`config.mk`:
```
export PLATFORM = sky130hd
export DESIGN_NAME = renode_inputs_arbiter
export DESIGN_NICKNAME = d
export VERILOG_FILES = /design/src/rtl/renode_pkg.sv /design/src/rtl/renode_rr_arbiter.sv /design/src/rtl/renode_inputs_arbiter.sv
export SDC_FILE = /design/constraint.sdc
export NUM_CORES = 1
export LEC_CHECK = 0
export CAP_MARGIN = 25
export CORE_AREA = 5 5 42 44
export DETAILED_ROUTE_END_ITERATION = 10
export DIE_AREA = 0 0 47 49
export PLACE_DENSITY = 0.38
export SYNTH_ARGS = -nofsm -noshare
export SYNTH_HDL_FRONTEND = slang
export SYNTH_SLANG_ARGS = --single-unit
```
`constraint.sdc`:
```
create_clock -name clk -period 1.8 [get_ports clk]
set_input_delay 0.36 -clock clk [delete_from_list [all_inputs] [get_ports clk]]
set_output_delay 0.36 -clock clk [all_outputs]
set_load 0.01 [all_outputs]
```
`src/rtl/renode_pkg.sv`:
```
// Package: renode_pkg
// Shared types for the HDL side of the Renode connection: the message format
// exchanged with renode_connection and the state encoding of the inputs arbiter.
//   message_t   : action + address + data, as carried by send_to_async_receiver
//   action_e    : message kinds (only interrupt is produced by the inputs arbiter)
//   address_t   : line index as seen by Renode (msg_addr is zero-extended to this)
//   data_t      : payload (msg_data occupies bit 0)
//   arb_state_e : renode_inputs_arbiter FSM states
package renode_pkg;

    typedef logic [31:0] address_t;
    typedef logic [63:0] data_t;

    typedef enum logic [7:0] {
        no_action = 8'h00,
        interrupt = 8'h01
    } action_e;

    typedef struct packed {
        action_e  action;
        address_t address;
        data_t    data;
    } message_t;

    typedef enum logic {
        ARB_IDLE,
        ARB_SEND
    } arb_state_e;

    // Builds the interrupt message the wrapper hands to renode_connection.
    function automatic message_t interrupt_message(address_t address, logic level);
        message_t msg;
        msg.action  = interrupt;
        msg.address = address;
        msg.data    = data_t'(level);
        return msg;
    endfunction

endpackage

```
`src/rtl/renode_rr_arbiter.sv`:
```
// Module: renode_rr_arbiter
// Combinational arbiter picking one request out of N.
// Default build: round-robin, the first set request at or after ptr wins
// (wrapping back to index 0). With RENODE_INPUTS_ARB_FIXED_PRIO_EN defined the
// lowest set index always wins and the ptr port does not exist.
// Ports:
//   req       in  N         : request vector
//   ptr       in  IdxWidth  : round-robin start index, must be < N (RR build only)
//   gnt       out N         : one-hot grant (all zero when no request)
//   gnt_idx   out IdxWidth  : encoded index of the granted request
//   gnt_valid out 1         : at least one request is set
module renode_rr_arbiter #(
    parameter int N        = 1,
    parameter int IdxWidth = $clog2((N > 2) ? N : 2)
) (
    input  logic [N-1:0]        req,
`ifndef RENODE_INPUTS_ARB_FIXED_PRIO_EN
    input  logic [IdxWidth-1:0] ptr,
`endif
    output logic [N-1:0]        gnt,
    output logic [IdxWidth-1:0] gnt_idx,
    output logic                gnt_valid
);

    int best_k;
`ifndef RENODE_INPUTS_ARB_FIXED_PRIO_EN
    int best_off;
    int off;
`endif

    // The winner is the request with the smallest rotated distance from ptr
    // (RR) or simply the lowest index (fixed priority).
    always_comb begin
        best_k = 0;
`ifndef RENODE_INPUTS_ARB_FIXED_PRIO_EN
        best_off = N;
        off      = 0;
        for (int k = 0; k < N; k++) begin
            off = (k >= int'(ptr)) ? (k - int'(ptr)) : (k + N - int'(ptr));
            if (req[k] && (off < best_off)) begin
                best_off = off;
                best_k   = k;
            end
        end
`else
        for (int k = N - 1; k >= 0; k--) begin
            if (req[k]) begin
                best_k = k;
            end
        end
`endif
        gnt_valid = |req;
        gnt_idx   = IdxWidth'(best_k);
        gnt       = '0;
        for (int k = 0; k < N; k++) begin
            gnt[k] = gnt_valid && (best_k == k);
        end
    end

endmodule

```
`src/rtl/renode_inputs_arbiter.sv`:
```
// Module: renode_inputs_arbiter
// Tracks InputsCount GPIO/IRQ lines together with the level last reported to
// Renode and serializes every level change into a single interrupt message on a
// valid/ready port. Lines are served round-robin so a busy line cannot starve
// the others; define RENODE_INPUTS_ARB_FIXED_PRIO_EN for lowest-index-first.
// Ports:
//   clk       in  1           : clock, all state on posedge
//   rst       in  1           : asynchronous active-high reset
//   inputs    in  InputsCount : line levels, already synchronous to clk
//   msg_valid out 1           : message offered
//   msg_ready in  1           : consumer accepts (transfer = valid && ready)
//   msg_addr  out AddrWidth   : index of the reported line
//   msg_data  out 1           : level being reported
//   pending   out InputsCount : lines whose level differs from the last report
module renode_inputs_arbiter
    import renode_pkg::*;
#(
    parameter int InputsCount = 1,
    parameter int AddrWidth   = $clog2((InputsCount > 2) ? InputsCount : 2)
) (
    input  logic                   clk,
    input  logic                   rst,
    input  logic [InputsCount-1:0] inputs,
    output logic                   msg_valid,
    input  logic                   msg_ready,
    output logic [AddrWidth-1:0]   msg_addr,
    output logic                   msg_data,
    output logic [InputsCount-1:0] pending
);

    arb_state_e             state;
    logic [InputsCount-1:0] level_sent;
    logic [InputsCount-1:0] gnt;
    logic [AddrWidth-1:0]   gnt_idx;
    logic                   gnt_valid;

    // A line needs reporting whenever its live level differs from what Renode
    // last heard; a pulse that returns before being granted simply vanishes.
    assign pending = inputs ^ level_sent;

`ifndef RENODE_INPUTS_ARB_FIXED_PRIO_EN
    logic [AddrWidth-1:0] rr_ptr;

    renode_rr_arbiter #(.N(InputsCount), .IdxWidth(AddrWidth)) u_arb (
        .req       (pending),
        .ptr       (rr_ptr),
        .gnt       (gnt),
        .gnt_idx   (gnt_idx),
        .gnt_valid (gnt_valid)
    );
`else
    renode_rr_arbiter #(.N(InputsCount), .IdxWidth(AddrWidth)) u_arb (
        .req       (pending),
        .gnt       (gnt),
        .gnt_idx   (gnt_idx),
        .gnt_valid (gnt_valid)
    );
`endif

    // IDLE latches the granted line and its current level into the output
    // registers; SEND holds them until the consumer takes the message. The
    // latched level is what gets recorded as sent, so a change during SEND
    // re-pends the line and its final level is reported next.
    always_ff @(posedge clk or posedge rst) begin
        if (rst) begin
            state      <= ARB_IDLE;
            level_sent <= '0;
            msg_valid  <= 1'b0;
            msg_addr   <= '0;
            msg_data   <= 1'b0;
`ifndef RENODE_INPUTS_ARB_FIXED_PRIO_EN
            rr_ptr     <= '0;
`endif
        end else begin
            case (state)
                ARB_IDLE: begin
                    if (gnt_valid) begin
                        msg_addr  <= gnt_idx;
                        msg_data  <= |(inputs & gnt);
                        msg_valid <= 1'b1;
                        state     <= ARB_SEND;
                    end
                end
                ARB_SEND: begin
                    if (msg_ready) begin
                        for (int i = 0; i < InputsCount; i++) begin
                            if (msg_addr == AddrWidth'(i)) begin
                                level_sent[i] <= msg_data;
                            end
                        end
                        msg_valid <= 1'b0;
`ifndef RENODE_INPUTS_ARB_FIXED_PRIO_EN
                        rr_ptr    <= (msg_addr == AddrWidth'(InputsCount - 1)) ?
                                     '0 : (msg_addr + 1'b1);
`endif
                        state     <= ARB_IDLE;
                    end
                end
                default: state <= ARB_IDLE;
            endcase
        end
    end

endmodule

```
======== Word level (Yosys, flattened, before mapping) ========
Index checks and enable logic that the tools add are counted.
W data, S select, Z words.
storage, ports and cells
  bits in registers ....................... 4
  latch bits .............................. 0
  memory bits (writable) .................. 0
  ROM bits ................................ 0
  word-level logic and storage cells ...... 18
  memories kept ........................... 0
operators by class
  add/subtract/negate cells ............... 0
  multiply operators ...................... 0
  div/mod/pow operators ................... 0
  magnitude comparators ................... 0
  equal/unequal tests ..................... 2
  shifts and indexed selects .............. 0
  muxes and demuxes ....................... 6
  bitwise gates (word level) .............. 3
  reductions and logical operators ........ 3
operators by type and width
  cell                  count
  $reduce_and A2 Y1     3
  $mux W1               4
  $ne A2 B2 Y1 const B  2
  $pmux W1 S2           2
  $and A1 B1 Y1         1
  $not A1 Y1            1
  $xor A1 B1 Y1         1

======== Longest topological paths before layout ========
Gate-level depths: netlist of run 1.
  depth after elaboration ................. 3
  depth in mapped cells ................... 4
  mapped depth without buffers ............ 4

======== Modules after synthesis ========
From an unflattened synthesis of run 1, not the netlist that was laid out.
second synthesis, totals
  cell total of the unflattened synthesis .. 22
  area total of the unflattened synthesis .. 242.7 um^2
modules (own cells, without submodules)
  module                 instances  cells an instance  area an instance (um^2)
  renode_inputs_arbiter  1          18                 216.5
  renode_rr_arbiter      1          4                  26.3

======== Least setup slack after synthesis of run 1 ========
Ideal clock, no wire load.
  path type ............................... input-to-reg
  start point ............................. input inputs
  end point ............................... register msg_data
  setup time .............................. 125 ps
  arrival ................................. 1058 ps
  data required time ...................... 1675 ps
  setup slack ............................. 617 ps
  stages on the path ...................... 3
  path buffers ............................ 0
  cells stage by stage .................... ha_1 nor2_1 mux2_2
on the way
  longest elaborated chain between the ends .. 2
  elaborated cells between the ends (all ways) .. 3
  classes of those cells .................. bitwise (2); reduce/logical (1)
RTL lines
  item                                                line                         text
  from (decl)                                         renode_inputs_arbiter.sv:23  input logic [InputsCount-1:0] inputs,
  $xor A1 B1 Y1                                       renode_inputs_arbiter.sv:39  assign pending = inputs ^ level_sent;
  $and A1 B1 Y1 or $reduce_and A2 Y1 (tied branches)  n/a
  to (signal assigned)                                renode_inputs_arbiter.sv:79  msg_data <= |(inputs & gnt);
  to (decl)                                           renode_inputs_arbiter.sv:27  output logic msg_data,
Parallel ways exist; a longest one is shown, timed or not.
A chain may end at the register's enable or synchronous reset.

======== Worst setup path after layout of run 1 ========
  start point ............................. input inputs
  end point ............................... output pending
on the way
  longest elaborated chain between the ends .. 1
RTL lines
  item           line                         text
  $xor A1 B1 Y1  renode_inputs_arbiter.sv:39
  to (decl)      renode_inputs_arbiter.sv:28  output logic [InputsCount-1:0] pending
Every way passes these cells.

==> results of run 1 <==
## logic make-up after synthesis
kind of cell	after synthesis	share of synthesized area (%)
other	1	1.96
flip-flops	4	52.3
multiplexers	2	13.7
buffers and inverters	4	9.80
AO/OA/AOI/OAI	2	8.50
AND/OR/NAND/NOR	3	7.19
adder cells (fa/ha/maj)	1	6.53
## through the flow
| stage | cells | setup WS, ns |
|---|---|---|
| 5_1_grt | 42 | 0.0851 |
| 3_3_place_gp | 39 | -0.251 |
| 6_report | 42 | 0.128 |
| 2_1_floorplan | 17 | 0.617 |
| 4_1_cts | 42 | 0.000633 |
| 3_5_place_dp | 39 | -0.260 |
## cell usage in the layout, fill, tap and decap left out
cell / synthesis / routed
clkdlybuf4s50_1: 0 / 5
a2bb2oi_1: 1 / 1
clkbuf_4: 0 / 3
dfrtp_1: 4 / 4
conb_1: 1 / 1
buf_4: 1 / 1
ha_1: 1 / 1
inv_1: 3 / 3
o21a_1: 1 / 1
mux2_4: 1 / 1
clkbuf_2: 0 / 1
nand2b_1: 1 / 1
nand2_1: 1 / 1
nor2_1: 1 / 1
mux2_2: 1 / 1
## registers in the layout, summed over array words and instances (netlist names)
signal,cells
state,1
msg_valid,1
msg_data,1
level_sent,1
## cell type report
| cell class | instances | area [um2] |
|---|---|---|
| fill | 163 | 1110 |
| sequential | 4 | 100 |
| multi-input combinational | 9 | 72.6 |
| timing repair buffer | 7 | 62.6 |
| clock buffer | 3 | 22.5 |
| tap | 16 | 20.0 |
| inverter | 3 | 11.3 |
## power groups by stage
stage,clock [mW],combinational [mW],sequential (mW)
after floorplan,0,0.108,0.174
after global placement,0,0.216,0.166
after detailed placement,0,0.223,0.170
after CTS,0.119,0.215,0.170
after global routing,0.123,0.234,0.178
final,0.111,0.209,0.169
## cell usage after synthesis
master	count	share of area [%]
dfrtp_1	4	52
inv_1	3	5.9
a2bb2oi_1	1	4.6
buf_4	1	3.9
conb_1	1	2.0
ha_1	1	6.5
mux2_2	1	5.9
mux2_4	1	7.8
nand2_1	1	2.0
nand2b_1	1	3.3
nor2_1	1	2.0
o21a_1	1	3.9
## per-layer routing
metal	track usage [%]	share of wire [%]
met4	5.53	2.1
met2	5.88	36
met3	4.80	19
met1	4.45	42
met5	0	0
## what timing repair did
| action | 4_1_cts | 5_1_grt |
|---|---|---|
| resized for setup | 1 | 2 |
| setup endpoints to repair | 1 | 1 |
| buffers inserted | 0 | 0 |
## critical path, stage by stage
cell	delay, ns
clkdlybuf4s50_1	0.41
ha_1	0.32
inv_1	0.09
clkbuf_2	0.14
## how the worst min path moves through the flow
stage / cells after the start / from / endpoint / slack [ns]
after detailed placement: 1 / state / msg_valid / 0.49
after global routing: 2 / rst / msg_valid / 0.34
after CTS: 2 / rst / msg_valid / 0.31
final: 2 / rst / state / 0.32
after floorplan: 1 / rst / level_sent / 0.13
after global placement: 1 / state / msg_valid / 0.48
==> out/results.ini, run 1 <==
[status]
status = finished clean

[setup_path]
r2r_cells = 4
endpoint_kind = output port
arrival_ns = 1.31
worstSetupPathType = in -> out
crit_end = pending
cp-start-kind = input port
rr_endpoint = msg_data
required_ns = 1.44
r2r-start = level_sent
r2r_setup_slack_ns = 0.57
worstSetupStartpoint = inputs
path_max_fanout = 2

[yosys]
synth_nets = 22
ys_seq_area_share_pct = 52.3
syn_inst = 17
synthesis.area_um2 = 191
ys_ff_latch = 4
synth_cell_type_count = 12
avgSynthCellArea_um2 = 11.3
synth_warnings = 0

[placed_design]
io_buffers = 6
hpwl_um = 302
dpl-instance-area_um2 = 272
place.gp.congestion = 0.714

[timing]
finalCritPeriodShare_pct = 92.9
holdWs_ns = 0.323
setup_viol = 0
rsz0062_at_grt = no
skew_ns = 0.00108
hold_violations = 0
slew_violations = 0
fmax_mhz = 598
period_needed_ns = 1.67
setup_tns_ns = 0

[route]
route.vias.total = 140
wire_per_inst_um = 9.24
drt-initial-drc-count = 2
drt-vias-per-instance = 3.33
routed_wl_um = 388
drc = 0
drtPass1Iterations = 2
final_antenna_net_count = 0

[clock_network]
cts_hold_buf = 0
cts_max_level = 1
root_buffer = clkbuf_4
clk_pin_slew_ns = 0.04
worstSkewPairLatency_ns = 0.23
clk_path_buf_depth = 2
cts_tree = yes
numCtsBuffers = 3
cts_sinks = 4

[global_routing]
grt_pass1_wl_um = 710
grt_antenna_before_repair = 0
grt_pass1_vias = 179
track_usage_pct = 5.02
grt.overflow.total = 0
grt_max_degree = 5

[pwr]
pwr-share-comb_pct = 42.7
netSwitchingFraction_pct = 30.4
power_mw = 0.488
cellLeakagePower_nw = 0.140
p_per_area_nw_per_um2 = 1690
p_int_mw = 0.340
pwr-share-seq_pct = 34.5
power_frac_clock_pct = 22.8
vdd_drop_max_v = 0.000502
power.switching_mw = 0.149

[finish]
drive_above_1_share_pct = 26.9
final_util_pct = 20.6
synthToLayoutAreaGrowth_pct = 51.0
layout.nets = 33
diodes = 0
fin_area_um2 = 289

[floorplan]
io_pins = 8
core-area_um2 = 1400
row_count = 14
die_x_um = 47
start_util_pct = 13.7
die_h_um = 49
die-area_um2 = 2300

[flow_run]
drv_cap = 0

[worst_hold_path]
hp-class = in -> async

Note: power is estimated with default switching activity, not from simulation.
==> run 2: changes to the inputs <==
--- a/config.mk
+++ b/config.mk
@@ -9,7 +9,9 @@
 export CORE_AREA = 5 5 42 44
 export DETAILED_ROUTE_END_ITERATION = 10
 export DIE_AREA = 0 0 47 49
-export PLACE_DENSITY = 0.38
+export DONT_BUFFER_PORTS = 1
+export MAX_ROUTING_LAYER = met4
+export PLACE_DENSITY = 0.3
 export SYNTH_ARGS = -nofsm -noshare
 export SYNTH_HDL_FRONTEND = slang
 export SYNTH_SLANG_ARGS = --single-unit
==> out/results.ini, run 2 (synthesis results as in run 1) <==
[floorplan]
die_h_um = 49
die-area_um2 = 2300
start_util_pct = 13.7
io_pins = 8
row_count = 14
core-area_um2 = 1400
die_x_um = 47

[timing]
slew_violations = 0
fmax_mhz = 714
skew_ns = 0.00189
setup_tns_ns = 0
hold_violations = 0
rsz0062_at_grt = no
holdWs_ns = 0.312
finalCritPeriodShare_pct = 77.8
setup_viol = 0
period_needed_ns = 1.40

[global_routing]
grt_busiest_layer = met4
grt_use_met3_pct = 1.11
met2_usage_pct = 6.33
grt_max_degree = 5
use_met1_pct = 3.32
grt_antenna_before_repair = 0
grt_pass1_vias = 152
track_usage_pct = 4.41
grt_pass1_wl_um = 614
grt.overflow.total = 0

[setup_path]
worstSetupStartpoint = level_sent
required_ns = 1.44
r2r-start = level_sent
critPathTopFamily = flip-flops
endpoint_kind = output port
cp_num_buf_inv = 2
path_cells = inv_1 -> ha_1 -> inv_1
cp-start-kind = flop
path_max_fanout = 3
cp_slowest_cell = dfrtp_1
crit_top_cell = inv_1
r2r_setup_slack_ns = 0.57
worstSetupPathType = reg -> out
slowest_delay_ns = 0.34
arrival_ns = 1.04

[pwr]
p_per_area_nw_per_um2 = 1740
vdd_drop_max_v = 0.000389
power_mw = 0.410
cellLeakagePower_nw = 0.116

[placed_design]
hpwl_um = 302
place.gp.congestion = 0.729
dp.cells = 32
io_buffers = 0

[clock_network]
cts_sinks = 4
clk_pin_slew_ns = 0.04
cts_hold_buf = 1
post_cts_resized = 0
worstSkewPairLatency_ns = 0.23
cts_max_level = 1
root_buffer = clkbuf_4
postCtsSetupBuffers = 0
cts_tree = yes
clk_path_buf_depth = 2
numCtsBuffers = 3

[route]
routed_wl_um = 346
wire_per_inst_um = 9.61
final_antenna_net_count = 0
drtPass1Iterations = 1
drt-initial-drc-count = 0
route.vias.total = 119
drt-vias-per-instance = 3.31
drc = 0

[worst_hold_path]
hp-class = in -> reg
min-delay-start = msg_ready

[finish]
seqCellArea_um2 = 100
final_util_pct = 16.9
fillers = 154
diodes = 0
mostFrequentLayoutCells = dfrtp_1, inv_1, clkbuf_4
final_common_cell = dfrtp_1
layout.nets = 27
instances_no_fill = 36
multi_input_area_um2 = 72.6
synthToLayoutAreaGrowth_pct = 23.5
drive_above_1_share_pct = 25.0

[flow_run]
drv_cap = 0

[status]
status = finished clean

[run 2: through the flow]
stage	instance area [um2]	worst slack (ns)
floorplan	191	0.617
global placement	204	0.576
detailed placement	204	0.564
CTS	236	0.369
global route	236	0.322
finish	236	0.399
[run 2: worst paths after layout]
path / depth (start not counted) / end
worst max register to register: 4 / msg_data
min in group asynchronous: 2 / msg_data
worst max-delay path: 3 / pending
worst min register to register: 1 / msg_valid
max in group asynchronous: 2 / msg_valid
worst min-delay path: 2 / msg_valid
[run 2: final cells by class]
type	instances	area share, %
multi-input cells	9	30.7
well taps	16	8.47
inverters	3	4.76
clock buffers	3	9.52
repair buffers	1	4.23
flip-flops and latches	4	42.3
[run 2: per-layer routing]
metal / wire [um] / share of wire (%)
met1: 100 / 29
met2: 235 / 68
met3: 11 / 3.2
met4: 0 / 0
met5: 0 / 0
[run 2: report_power, final]
part	internal, mW	switching (mW)
combinational	0.0697	0.0529
sequential	0.135	0.0461
clock	0.0743	0.0322
total	0.279	0.131
